### src/rtl/axis_pkt_snooper.sv
// Passive AXI-Stream tap that copies whole packets into packet memory, one write per captured beat.
// Optional feature macro: AXIS_SNOOPER_TKEEP_EN adds sn_TKEEP and reports partial last beats.
module axis_pkt_snooper #(
  parameter int DATA_WIDTH = 32,
  parameter int ADDR_WIDTH = 10,
  parameter int INC_WIDTH  = (DATA_WIDTH > 8) ? $clog2(DATA_WIDTH / 8) : 1
) (
  input  logic                    clk,
  input  logic                    rst,
  input  logic [DATA_WIDTH-1:0]   sn_TDATA,
`ifdef AXIS_SNOOPER_TKEEP_EN
  input  logic [DATA_WIDTH/8-1:0] sn_TKEEP,
`endif
  input  logic                    sn_TVALID,
  input  logic                    sn_TREADY,
  input  logic                    sn_TLAST,
  input  logic                    rdy_for_sn,
  output logic [ADDR_WIDTH-1:0]   addr,
  output logic [DATA_WIDTH-1:0]   wr_data,
  output logic                    wr_en,
  output logic [INC_WIDTH-1:0]    byte_inc,
  output logic                    done
);

  localparam logic [INC_WIDTH-1:0]  FULL_INC  = INC_WIDTH'(DATA_WIDTH / 8);
  localparam logic [ADDR_WIDTH-1:0] LAST_ADDR = '1;

  typedef enum logic [1:0] {
    IDLE,
    CAPTURE,
    DROP,
    COOL
  } state_e;

  state_e                  state_q;
  logic [ADDR_WIDTH-1:0]   addr_q;
  logic [DATA_WIDTH-1:0]   data_q;
  logic                    wr_en_q;
  logic [INC_WIDTH-1:0]    inc_q;
  logic                    done_q;

  logic                    beat;
  logic [ADDR_WIDTH-1:0]   addr_d;
  logic [INC_WIDTH-1:0]    inc_d;

  assign beat   = sn_TVALID & sn_TREADY;
  assign addr_d = addr_q + 1'b1;

`ifdef AXIS_SNOOPER_TKEEP_EN
  logic [INC_WIDTH-1:0] keep_cnt;

  // TKEEP is contiguous from bit 0, so its popcount is the byte count; the sum wraps like byte_inc.
  always_comb begin
    // NOTE: combinational blocks use blocking assignments and give every output a default first,
    // so the accumulator is well defined on every pass and no latch is inferred.
    keep_cnt = '0;
    for (int i = 0; i < DATA_WIDTH / 8; i++) begin
      keep_cnt = keep_cnt + INC_WIDTH'(sn_TKEEP[i]);
    end
  end

  assign inc_d = sn_TLAST ? keep_cnt : FULL_INC;
`else
  assign inc_d = FULL_INC;
`endif

  always_ff @(posedge clk or posedge rst) begin
    if (rst) begin
      // Position in the stream is unknown after reset: discard up to the next TLAST.
      state_q <= DROP;
      addr_q  <= '0;
      data_q  <= '0;
      wr_en_q <= 1'b0;
      inc_q   <= '0;
      done_q  <= 1'b0;
    end else begin
      // NOTE: sequential state uses non-blocking assignments; the strobes default low here
      // and are raised only on the cycle a write is issued.
      wr_en_q <= 1'b0;
      done_q  <= 1'b0;
      case (state_q)
        IDLE: begin
          if (beat) begin
            if (rdy_for_sn) begin
              addr_q  <= '0;
              data_q  <= sn_TDATA;
              inc_q   <= inc_d;
              wr_en_q <= 1'b1;
              if (sn_TLAST) begin
                done_q  <= 1'b1;
                state_q <= COOL;
              end else begin
                state_q <= CAPTURE;
              end
            end else if (!sn_TLAST) begin
              state_q <= DROP;
            end
          end
        end
        CAPTURE: begin
          if (beat) begin
            addr_q  <= addr_d;
            data_q  <= sn_TDATA;
            inc_q   <= inc_d;
            wr_en_q <= 1'b1;
            if (sn_TLAST) begin
              done_q  <= 1'b1;
              state_q <= COOL;
            end else if (addr_d == LAST_ADDR) begin
              // Buffer full: close it here and discard the rest of the packet.
              done_q  <= 1'b1;
              state_q <= DROP;
            end
          end
        end
        DROP: begin
          if (beat && sn_TLAST) begin
            state_q <= IDLE;
          end
        end
        COOL: begin
          // Memory needs this cycle to drop rdy_for_sn; a packet starting now is skipped.
          state_q <= (beat && !sn_TLAST) ? DROP : IDLE;
        end
        default: state_q <= DROP;
      endcase
    end
  end

  assign addr     = addr_q;
  assign wr_data  = data_q;
  assign wr_en    = wr_en_q;
  assign byte_inc = inc_q;
  assign done     = done_q;

endmodule

### config.mk
export PLATFORM = sky130hd
export DESIGN_NAME = axis_pkt_snooper
export DESIGN_NICKNAME = d
export VERILOG_FILES = /design/src/rtl/axis_pkt_snooper.sv
export SDC_FILE = /design/constraint.sdc
export NUM_CORES = 1
export LEC_CHECK = 0
export CORE_ASPECT_RATIO = 0.6
export CORE_MARGIN = 1
export CORE_UTILIZATION = 40
export CTS_BUF_LIST = sky130_fd_sc_hd__clkbuf_4 sky130_fd_sc_hd__clkbuf_8
export DETAILED_ROUTE_END_ITERATION = 10
export PLACE_DENSITY = 0.85
export SETUP_SLACK_MARGIN = 0.4
export SLEW_MARGIN = 20
export SYNTH_ARGS = -nofsm -noshare
export SYNTH_HDL_FRONTEND = slang
export SYNTH_SLANG_ARGS = --single-unit
### constraint.sdc
create_clock -name clk -period 1.61 [get_ports clk]
set_input_delay 0.322 -clock clk [delete_from_list [all_inputs] [get_ports clk]]
set_output_delay 0.322 -clock clk [all_outputs]
set_load 0.02 [all_outputs]
==> impl_metrics.csv <==
group,metric,value,unit
run_status,run_status,"complete, but fails checks",
run_status,violations,"negative setup slack",
yosys,synth.mux.area_fraction,0.948,%
placement,place.gp.congestion,0.826,
floorplan,io-pin-count,84,
global_route,grt_first_pass_wirelength,11000,um
worst_setup_path,crit_path_end_kind,"flip-flop",
yosys,synth_compound_gate_area_share,11.1,%
timing,timing.fmax,615,MHz
power,leakagePower,2.02,nW
yosys,post-synth-top-count-cell,"sky130_fd_sc_hd__nand2_1",
clocking,deepest_level_of_the_cts_h_tree,2,
floorplan,coreArea,5080,sq um
clocking,cts_num_sinks,46,
yosys,ys_top_cells_by_area,"sky130_fd_sc_hd__dfrtp_1, sky130_fd_sc_hd__nand2_1, sky130_fd_sc_hd__o21ai_0, sky130_fd_sc_hd__o31ai_1, sky130_fd_sc_hd__buf_2",
yosys,synthDistinctLibCells,37,
yosys,ys_seq_area_share,54.6,%
timing,setup_viol,1,
placement,place_worst_setup_slack,-0.327,ns
floorplan,design.die.area,5580,sq um
yosys,number_of_synthesized_register_bits,46,
yosys,syn-mean-instance-area,8.72,sq um
yosys,combinational_family_with_the_most_area_after_synthesis,"simple AND/OR/NAND/NOR gates",
worst_setup_path,worstSetupPathType,"reg2reg",
floorplan,fp.dieH,58.3,um
clocking,ctsLongestPathBuffers,2,
detailed_routing,drt_first_pass_iters,4,
yosys,synth_enable_flop_cells,0,
timing,hold_violations,0,
global_route,global_route.overflow_total,0,
timing,hold_slack,0.434,ns
global_route,grt_max_degree,25,
timing,grt_setup_unrepaired,"yes",
detailed_routing,postRouteWirelength,7630,um
timing,timing_max_transition_violations_final,0,
yosys,synth-async-reset-ratio,100,%
finish,share_of_layout_cells_above_drive_strength_1,55.8,%
finish,final_core_utilization,78.7,%
placement,numPlacedInstances,397,
clocking,ctsRootBufferMaster,"sky130_fd_sc_hd__clkbuf_8",
global_route,gr-usage-all-layers,26.4,%
clocking,clock_transition_at_the_registers_of_the_reported_paths,0.09,ns
floorplan,fp.dieW,95.8,um
yosys,synthCells,242,
worst_setup_path,critPathRequiredTime,1.79,ns
detailed_routing,drtAntennaViolNets,0,
placement,hpwl,4080,um
timing,min_period,1.62,ns
finish,final_nets,412,
clocking,worst_skew_pair.late_latency,0.29,ns
timing,setup_ws,-0.0150,ns
yosys,synth_fa_ha_area_share,1.19,%
finish,antennaDiodeCount,0,
global_route,first_global_vias,2158,
yosys,commonest_register_cell_after_synthesis,"sky130_fd_sc_hd__dfrtp_1",
timing,post-route-period-util,101,%
placement,place.port_buffers,81,
detailed_routing,drt-initial-drc-count,68,
clocking,tritoncts_clock_tree,"yes",
global_route,antenna_violations_before_repair,0,
worst_setup_path,critPathMaxFanout,7,
worst_setup_path,arr_time_crit_path,1.81,ns
hold_path,min_path_type,"in2async",
power,power.density_cell_area,1350,nW/um^2
clocking,cts_inserted_buffers,5,
detailed_routing,routed_wire_length_per_instance,17.4,um
detailed_routing,num_vias,2300,
yosys,most_frequent_cells_after_synthesis,"sky130_fd_sc_hd__nand2_1, sky130_fd_sc_hd__dfrtp_1, sky130_fd_sc_hd__o21ai_0",
finish,finalNonFillerCells,439,
yosys,synth_area,2110,sq um
detailed_routing,drcViolationCount,0,
flow_run,max_cap_viol_count,0,
floorplan,row_count,20,
detailed_routing,routed_via_density,5.24,
yosys,synth-simple-area-share,26.6,%
yosys,synth_xor_area_share,0.830,%
yosys,synth_warnings,0,
worst_setup_path,worstSetupStartpointType,"flip-flop",
power,ir_drop,0.648,mV
floorplan,initial_core_util,41.6,%
timing,clock-skew-final,0.00640,ns
finish,num-fill-cells,312,
yosys,synth_top_area_share,53.3,%
finish,synthToLayoutAreaGrowth,89.3,%
yosys,synth_top_cell_by_area,"sky130_fd_sc_hd__dfrtp_1",
kinds of logic (layout without fill, tap and decap cells):
family / count (synthesis) / in the layout
other: 1 / 2
buffers and inverters: 20 / 150
AND/OR/NAND/NOR: 132 / 132
flip-flops: 46 / 46
AO/OA/AOI/OAI: 37 / 37
multiplexers: 2 / 2
adder cells (fa/ha/maj): 2 / 2
XOR/XNOR: 2 / 2
cell usage in the layout, fill, tap and decap left out, types with 10 or more instances in the layout:
master,instances
sky130_fd_sc_hd__nand2_1,41
sky130_fd_sc_hd__dfrtp_2,10
sky130_fd_sc_hd__nand2_2,45
sky130_fd_sc_hd__nand2_4,20
sky130_fd_sc_hd__buf_6,24
sky130_fd_sc_hd__clkdlybuf4s50_1,34
sky130_fd_sc_hd__dfrtp_1,35
sky130_fd_sc_hd__buf_4,25
sky130_fd_sc_hd__buf_2,34
stage by stage:
stage	total power, mW	cell area, sq um	TNS, ns
floorplan	3.02	2230	-0.000709
global placement	4.13	3210	-8.94
detailed placement	4.21	3210	-11.48
CTS	5.02	3710	0
global route	5.68	4000	-0.151
finish	5.39	4000	-0.0150
final cells by class:
class                           count  area [sq um]  share of cell area (%)
Tap cell                           66          82.6                    2.07
Timing Repair Buffer              137          1380                    34.6
Inverter                            5          35.0                   0.877
Clock inverter                      2          13.8                   0.344
Clock buffer                        6          76.3                    1.91
Sequential cell                    46          1160                    29.1
Multi-Input combinational cell    177          1240                    31.1
path summary, 6_finish.rpt:
| path | from | endpoint | slack [ns] | depth (start not counted) |
|---|---|---|---|---|
| worst max-delay path | addr[1] | state_q[0] | -0.01 | 4 |
| worst min-delay path | rst | wr_data[0] | 0.43 | 3 |
| worst max register to register | addr[1] | state_q[0] | -0.01 | 4 |
| worst min register to register | wr_data[21] | wr_data[21] | 0.48 | 2 |
| max in group asynchronous | rst | state_q[1] | 0.95 | 3 |
| min in group clk | wr_data[21] | wr_data[21] | 0.48 | 2 |
state kept, by name, indices dropped and copies added (netlist names):
register	count
addr	10
done	1
state_q	2
wr_data	32
wr_en	1
critical path, stage by stage, from the launching register on:
cell	delay (ns)
sky130_fd_sc_hd__dfrtp_2	0.48
sky130_fd_sc_hd__nand2_2	0.09
sky130_fd_sc_hd__or4_4	0.54
sky130_fd_sc_hd__o211a_4	0.17
sky130_fd_sc_hd__o31a_1	0.24
repair_timing:
item / 4_1_cts / 5_1_grt
gates cloned: 7 / 0
resized for setup: 259 / 77
pin swaps: 68 / 32
endpoints found under the setup margin: 90 / 59
hold buffers: 0 / 0
buffers inserted: 21 / 6
routing by layer:
metal | track usage [%] | routed length, um
met5 | 0 | 0
met4 | 7.25 | 161
met3 | 6.30 | 697
met2 | 43.5 | 3620
met1 | 35.2 | 3150
where the power goes:
| group | internal (mW) | total [mW] | switching (mW) |
|---|---|---|---|
| Combinational | 1.20 | 2.75 | 1.55 |
| Sequential | 1.61 | 1.93 | 0.323 |
| Clock | 0.324 | 0.710 | 0.386 |
No activity file was read; power rests on OpenSTA's default activity.
==> patch 1, RTL diff (config.mk and constraints unchanged) <==
Set the parameter `DATA_WIDTH` to 16 (it was 32).
--- a/src/rtl/axis_pkt_snooper.sv
+++ b/src/rtl/axis_pkt_snooper.sv
@@ -3,3 +3,3 @@
 module axis_pkt_snooper #(
-  parameter int DATA_WIDTH = 32,
+  parameter int DATA_WIDTH = 16,
   parameter int ADDR_WIDTH = 10,
Ports: changed (resized byte_inc, sn_TDATA and wr_data); port bits go from 84 to 51. No check against the original RTL was run, so the function may have changed too.
==> patch 1 against the unedited design <==
- sequential cell count decreased by 16
- wire length decreased by 39%
- the flow still finishes with violations (setup timing)
- synthesized cell count decreased by 44%
- worst setup slack got worse by 0.039 ns
- power decreased by 34%
- first-iteration DRC count increased by 63%
- clock skew decreased by 0.0014 ns
- final area decreased by 38%
- largest cell class unchanged
- synthesized area decreased by 29%
==> patch 1: results (changes against the unedited design) <==
{| class="wikitable"
! Metric !! Value
|-
| Routed length on met3 || 261 um (was 697 um)
|-
| Post-cts resize count || 131 (was 259)
|-
| Portion of total power attributed to sequential cells || 36.0% (was 35.8%)
|-
| Final cell count without fillers || 272 (was 439)
|-
| Post-synthesis area per instance || 11.04 um^2 (was 8.722 um^2)
|-
| Flip-flop count of the largest register after layout || 16 (was 32)
|-
| Largest delay contributor family on the critical path || flip-flops (was simple AND/OR/NAND/NOR gates)
|-
| Violation count after the first detailed-routing iteration || 111 (was 68)
|-
| Start point of the critical path || addr[0]$_DFFE_PP0P_ (was addr[1]$_DFFE_PP0P_)
|-
| Slowest cell on the critical path || dfrtp_2 (was or4_4)
|-
| Setup TNS after final layout || -0.05373 ns (was -0.01497 ns)
|-
| P_sw || 0.001302 W (was 0.002256 W)
|-
| Cell types with the highest counts after synthesis || dfrtp_1, mux2_2, o21ai_0 (was nand2_1, dfrtp_1, o21ai_0)
|-
| Met2 routing resource usage after global routing || 40.96% (was 43.47%)
|-
| Clock-pin transition on the worst setup and hold timing paths || 0.06 ns (was 0.09 ns)
|-
| Routed length on met2 || 2272 um (was 3621 um)
|-
| Largest fanout on the critical path || 4 (was 7)
|-
| Met1 Use GR || 30.12% (was 35.23%)
|-
| Leakage || 1.189 nW (was 2.019 nW)
|-
| Port-buffer cells || 49 (was 81)
|-
| Final setup fails || 1 (unchanged)
|-
| Vias || 1461 (was 2300)
|-
| Total number of nets in the final design || 250 (was 412)
|-
| Status || complete, but fails checks (unchanged)
|-
| Final setup slack of the worst path || -0.05373 ns (was -0.01497 ns)
|-
| Area contributors post-synth || dfrtp_1, mux2_2, o21ai_0, nand2_1, nand3_1 (was dfrtp_1, nand2_1, o21ai_0, o31ai_1, buf_2)
|-
| Failing checks || setup timing (unchanged)
|-
| Largest net degree at the start of global routing || 16 (was 25)
|-
| Worst Hold Margin || 0.3277 ns (was 0.4341 ns)
|-
| Setup Skew || 0.005014 ns (was 0.006396 ns)
|-
| Total sequential power || 0.00128 W (was 0.00193 W)
|-
| Filler instances || 225 (was 312)
|-
| Met3 usage in global routing || 5.421% (was 6.299%)
|-
| Worst Path Arrival || 1.83 ns (was 1.81 ns)
|-
| Global-route usage over all layers || 25.07% (was 26.43%)
|-
| RePlAce Congestion || 0.8271 (was 0.8258)
|-
| Count of cells along the worst register-to-register path || 6 (was 4)
|-
| Buffers inserted by post-CTS timing repair || 22 (was 21)
|-
| Stage delay of the slowest cell on the critical path || 0.46 ns (was 0.54 ns)
|-
| Share of post-route cells with drive strength above 1 || 53.74% (was 55.76%)
|-
| Wire length the detailed router placed on met1 || 1930 um (was 3152 um)
|-
| HPWL after DPL || 2790 um (was 4084 um)
|}
patch 1: cell count changes after synthesis, moves of 4 or more:
cell      unedited run  this run
mux2_2               0        16
dfrtp_1             45        29
o31ai_1              8         0
and3_2               0         4
clkbuf_1             5         1
nand2_1            106        10
patch 1: cells by family (layout without fill, tap and decap cells):
| kind of cell | count (synthesis) | count (layout) | share of synthesized area, % |
|---|---|---|---|
| and+or+nand+nor | 40 | 40 | 15.79 |
| DFF | 30 | 30 | 50.46 |
| AOI/OAI and AO/OA | 27 | 27 | 11.42 |
| muxes | 17 | 17 | 12.76 |
| buffers and inverters | 14 | 106 | 5.289 |
| xor gates and xnor gates | 4 | 4 | 2.351 |
| adders and majority gates | 2 | 2 | 1.679 |
| other | 1 | 1 | 0.2516 |
patch 1: cell type report:
cell class                      count  area share, %
Clock buffer                        7          3.607
Timing Repair Buffer               93          31.86
Sequential cell                    30          30.46
Tap cell                           45          2.255
Inverter                            5         0.7515
Multi-Input combinational cell     91          30.86
Clock inverter                      1         0.2004
==> patch 2, RTL diff (config.mk and constraints unchanged) <==
Made on the original files. Re-encode `state_e` (4 states) as one-hot, 4 bits wide.
--- a/src/rtl/axis_pkt_snooper.sv
+++ b/src/rtl/axis_pkt_snooper.sv
@@ -27,7 +27,7 @@
 
-  typedef enum logic [1:0] {
-    IDLE,
-    CAPTURE,
-    DROP,
-    COOL
+  typedef enum logic [3:0] {
+    IDLE    = 4'b0001,
+    CAPTURE = 4'b0010,
+    DROP    = 4'b0100,
+    COOL    = 4'b1000
   } state_e;
Function: same outputs for any inputs over 10 cycles, from zero or initial values and one cycle with rst high; not proved beyond that.
==> patch 2 against the unedited design <==
- critical endpoint is now addr[3]$_DFFE_PP0P_
- highest routed layer unchanged
- non-clock buffer count up 8
- power fell by 3.6%
- combinational power is 9.8% lower
- sequential cell count rose by 2
- the run still ends with setup timing left
- critical path type is now input pin to flip-flop
- worst hold slack improved by 0.0030 ns
- count of clock-buffer cells in the layout is 1 higher
- worst setup slack worse by 0.36 ns
- synthesized area is 8.2% higher
- global-route usage decreased by 2.5 points
- sequential share of layout area rose by 1.8 points
- wire length increased by 2.7%
- final area is 2.2% lower
- first-iteration DRC count rose by 78%
==> patch 2: results (changes against the unedited design) <==
{| class="wikitable"
! Metric !! Value
|-
| Filler instances || 365 (was 312)
|-
| Violation count after the first detailed-routing iteration || 121 (was 68)
|-
| Largest net degree at the start of global routing || 29 (was 25)
|-
| HPWL after DPL || 4580 um (was 4084 um)
|-
| R2r setup slk || -0.33 ns (was -0.01 ns)
|-
| Global-route usage over all layers || 23.91% (was 26.43%)
|-
| Final setup slack of the worst path || -0.3747 ns (was -0.01497 ns)
|-
| Beginning of the worst register-to-register path || state_q[1]$_DFFE_PP0P_ (was addr[1]$_DFFE_PP0P_)
|-
| Failing checks || setup timing (unchanged)
|-
| Critical register-to-register path endpoint || addr[3]$_DFFE_PP0P_ (was state_q[0]$_DFFE_PP0P_)
|-
| Total number of nets in the final design || 431 (was 412)
|-
| Worst Path Arrival || 2.16 ns (was 1.81 ns)
|-
| Library cells used by synthesis || 46 (was 37)
|-
| Worst Hold Margin || 0.4371 ns (was 0.4341 ns)
|-
| Worst-case vdd ir drop || 0.9351 mV (was 0.6481 mV)
|-
| Status || complete, but fails checks (unchanged)
|-
| Avg Vias per Cell || 5.092 (was 5.239)
|-
| RePlAce Congestion || 0.8573 (was 0.8258)
|-
| Area contributors post-synth || dfrtp_1, nand2_1, o21ai_1, buf_2, a31oi_1 (was dfrtp_1, nand2_1, o21ai_0, o31ai_1, buf_2)
|-
| Stage delay of the slowest cell on the critical path || 0.56 ns (was 0.54 ns)
|-
| Count of cells along the worst register-to-register path || 8 (was 4)
|-
| Cell types with the highest counts after synthesis || nand2_1, dfrtp_1, o21ai_1 (was nand2_1, dfrtp_1, o21ai_0)
|-
| Vias in the first global route || 2215 (was 2158)
|-
| Setup Skew || 0.01151 ns (was 0.006396 ns)
|-
| Cell Area, Placed || 3470 um^2 (was 3212 um^2)
|-
| Post-DR wirelength/cell || 16.72 um (was 17.39 um)
|-
| Share of post-route cells with drive strength above 1 || 47.96% (was 55.76%)
|-
| Largest fanout on the critical path || 6 (was 7)
|-
| Largest delay contributor family on the critical path || buffers and inverters (was simple AND/OR/NAND/NOR gates)
|-
| Final setup fails || 48 (was 1)
|-
| Leakage || 1.940 nW (was 2.019 nW)
|}
-- patch 2: changes by cell type after synthesis, sizes merged, moves of 3 or more --
cell / delta
nand2: +4
nand4b: -3
o31ai: -5
a21oi: -5
nand3: +4
-- patch 2: cells by family after synthesis --
group | after synthesis | synth area share (%)
AND/OR/NAND/NOR | 143 | 28.44
flip-flops | 48 | 52.66
AO/OA/AOI/OAI | 31 | 9.644
buffers and inverters | 19 | 4.438
XOR/XNOR | 4 | 1.535
multiplexers | 4 | 2.027
adder cells (fa/ha/maj) | 2 | 1.096
other | 1 | 0.1642
-- patch 2: through the flow --
stage / TNS, ns / power (W) / instances / setup slack [ns] / utilization [%]
after floorplan: -0.5358 / 0.003239 / 253 / -0.2196 / -
after global placement: -14.07 / 0.004443 / 440 / -0.3825 / 65.71
after detailed placement: -17.14 / 0.004519 / 440 / -0.4510 / 65.71
after CTS: -0.9664 / 0.005026 / 462 / -0.2322 / 68.01
after global routing: -12.85 / 0.005468 / 469 / -0.3733 / 74.03
final: -11.68 / 0.005198 / 469 / -0.3747 / 74.03
-- patch 2: area by class of cell --
class	count	area, um^2	share of cell area, %
repair inverters	1	8.758	0.2241
multi-input cells	186	1217	31.15
well taps	77	96.34	2.465
clock buffers	7	83.83	2.145
clock inverters	1	5.005	0.1280
inverters	4	31.28	0.8003
flip-flops and latches	48	1211	30.99
repair buffers	145	1255	32.11
-- patch 2: what timing repair did --
action                                 in CTS  in global routing
gates cloned                                1                  4
hold buffers                                0                  0
gates resized for setup                   212                 66
endpoints found under the hold margin       0                  0
pin swaps                                   4                 37
setup buffers                              13                  3
setup endpoints to repair                  92                 58
-- patch 2: how the worst max path moves through the flow --
stage / startpoint / end / slack [ns]
after floorplan: state_q[2]$_DFFE_PP1P_ / state_q[1]$_DFFE_PP0P_ / -0.22
after global placement: rdy_for_sn / addr[7]$_DFFE_PP0P_ / -0.38
after detailed placement: rdy_for_sn / addr[7]$_DFFE_PP0P_ / -0.45
after CTS: state_q[2]$_DFFE_PP1P_ / state_q[1]$_DFFE_PP0P_ / -0.23
after global routing: state_q[1]$_DFFE_PP0P_ / addr[8]$_DFFE_PP0P_ / -0.37
final: rdy_for_sn / addr[3]$_DFFE_PP0P_ / -0.37
-- patch 2: power by group --
group          internal (W)  total (W)  switching [W]
clock              0.000340   0.000741       0.000401
combinational       0.00104    0.00248        0.00144
sequential          0.00168    0.00197       0.000298
total               0.00306    0.00520        0.00214
-- patch 2: per-layer routing --
layer | track usage [%] | part of all wire, %
met2 | 38.00 | 47
met4 | 6.723 | 2.5
met5 | 0 | 0
met1 | 32.47 | 42
met3 | 7.143 | 9.0
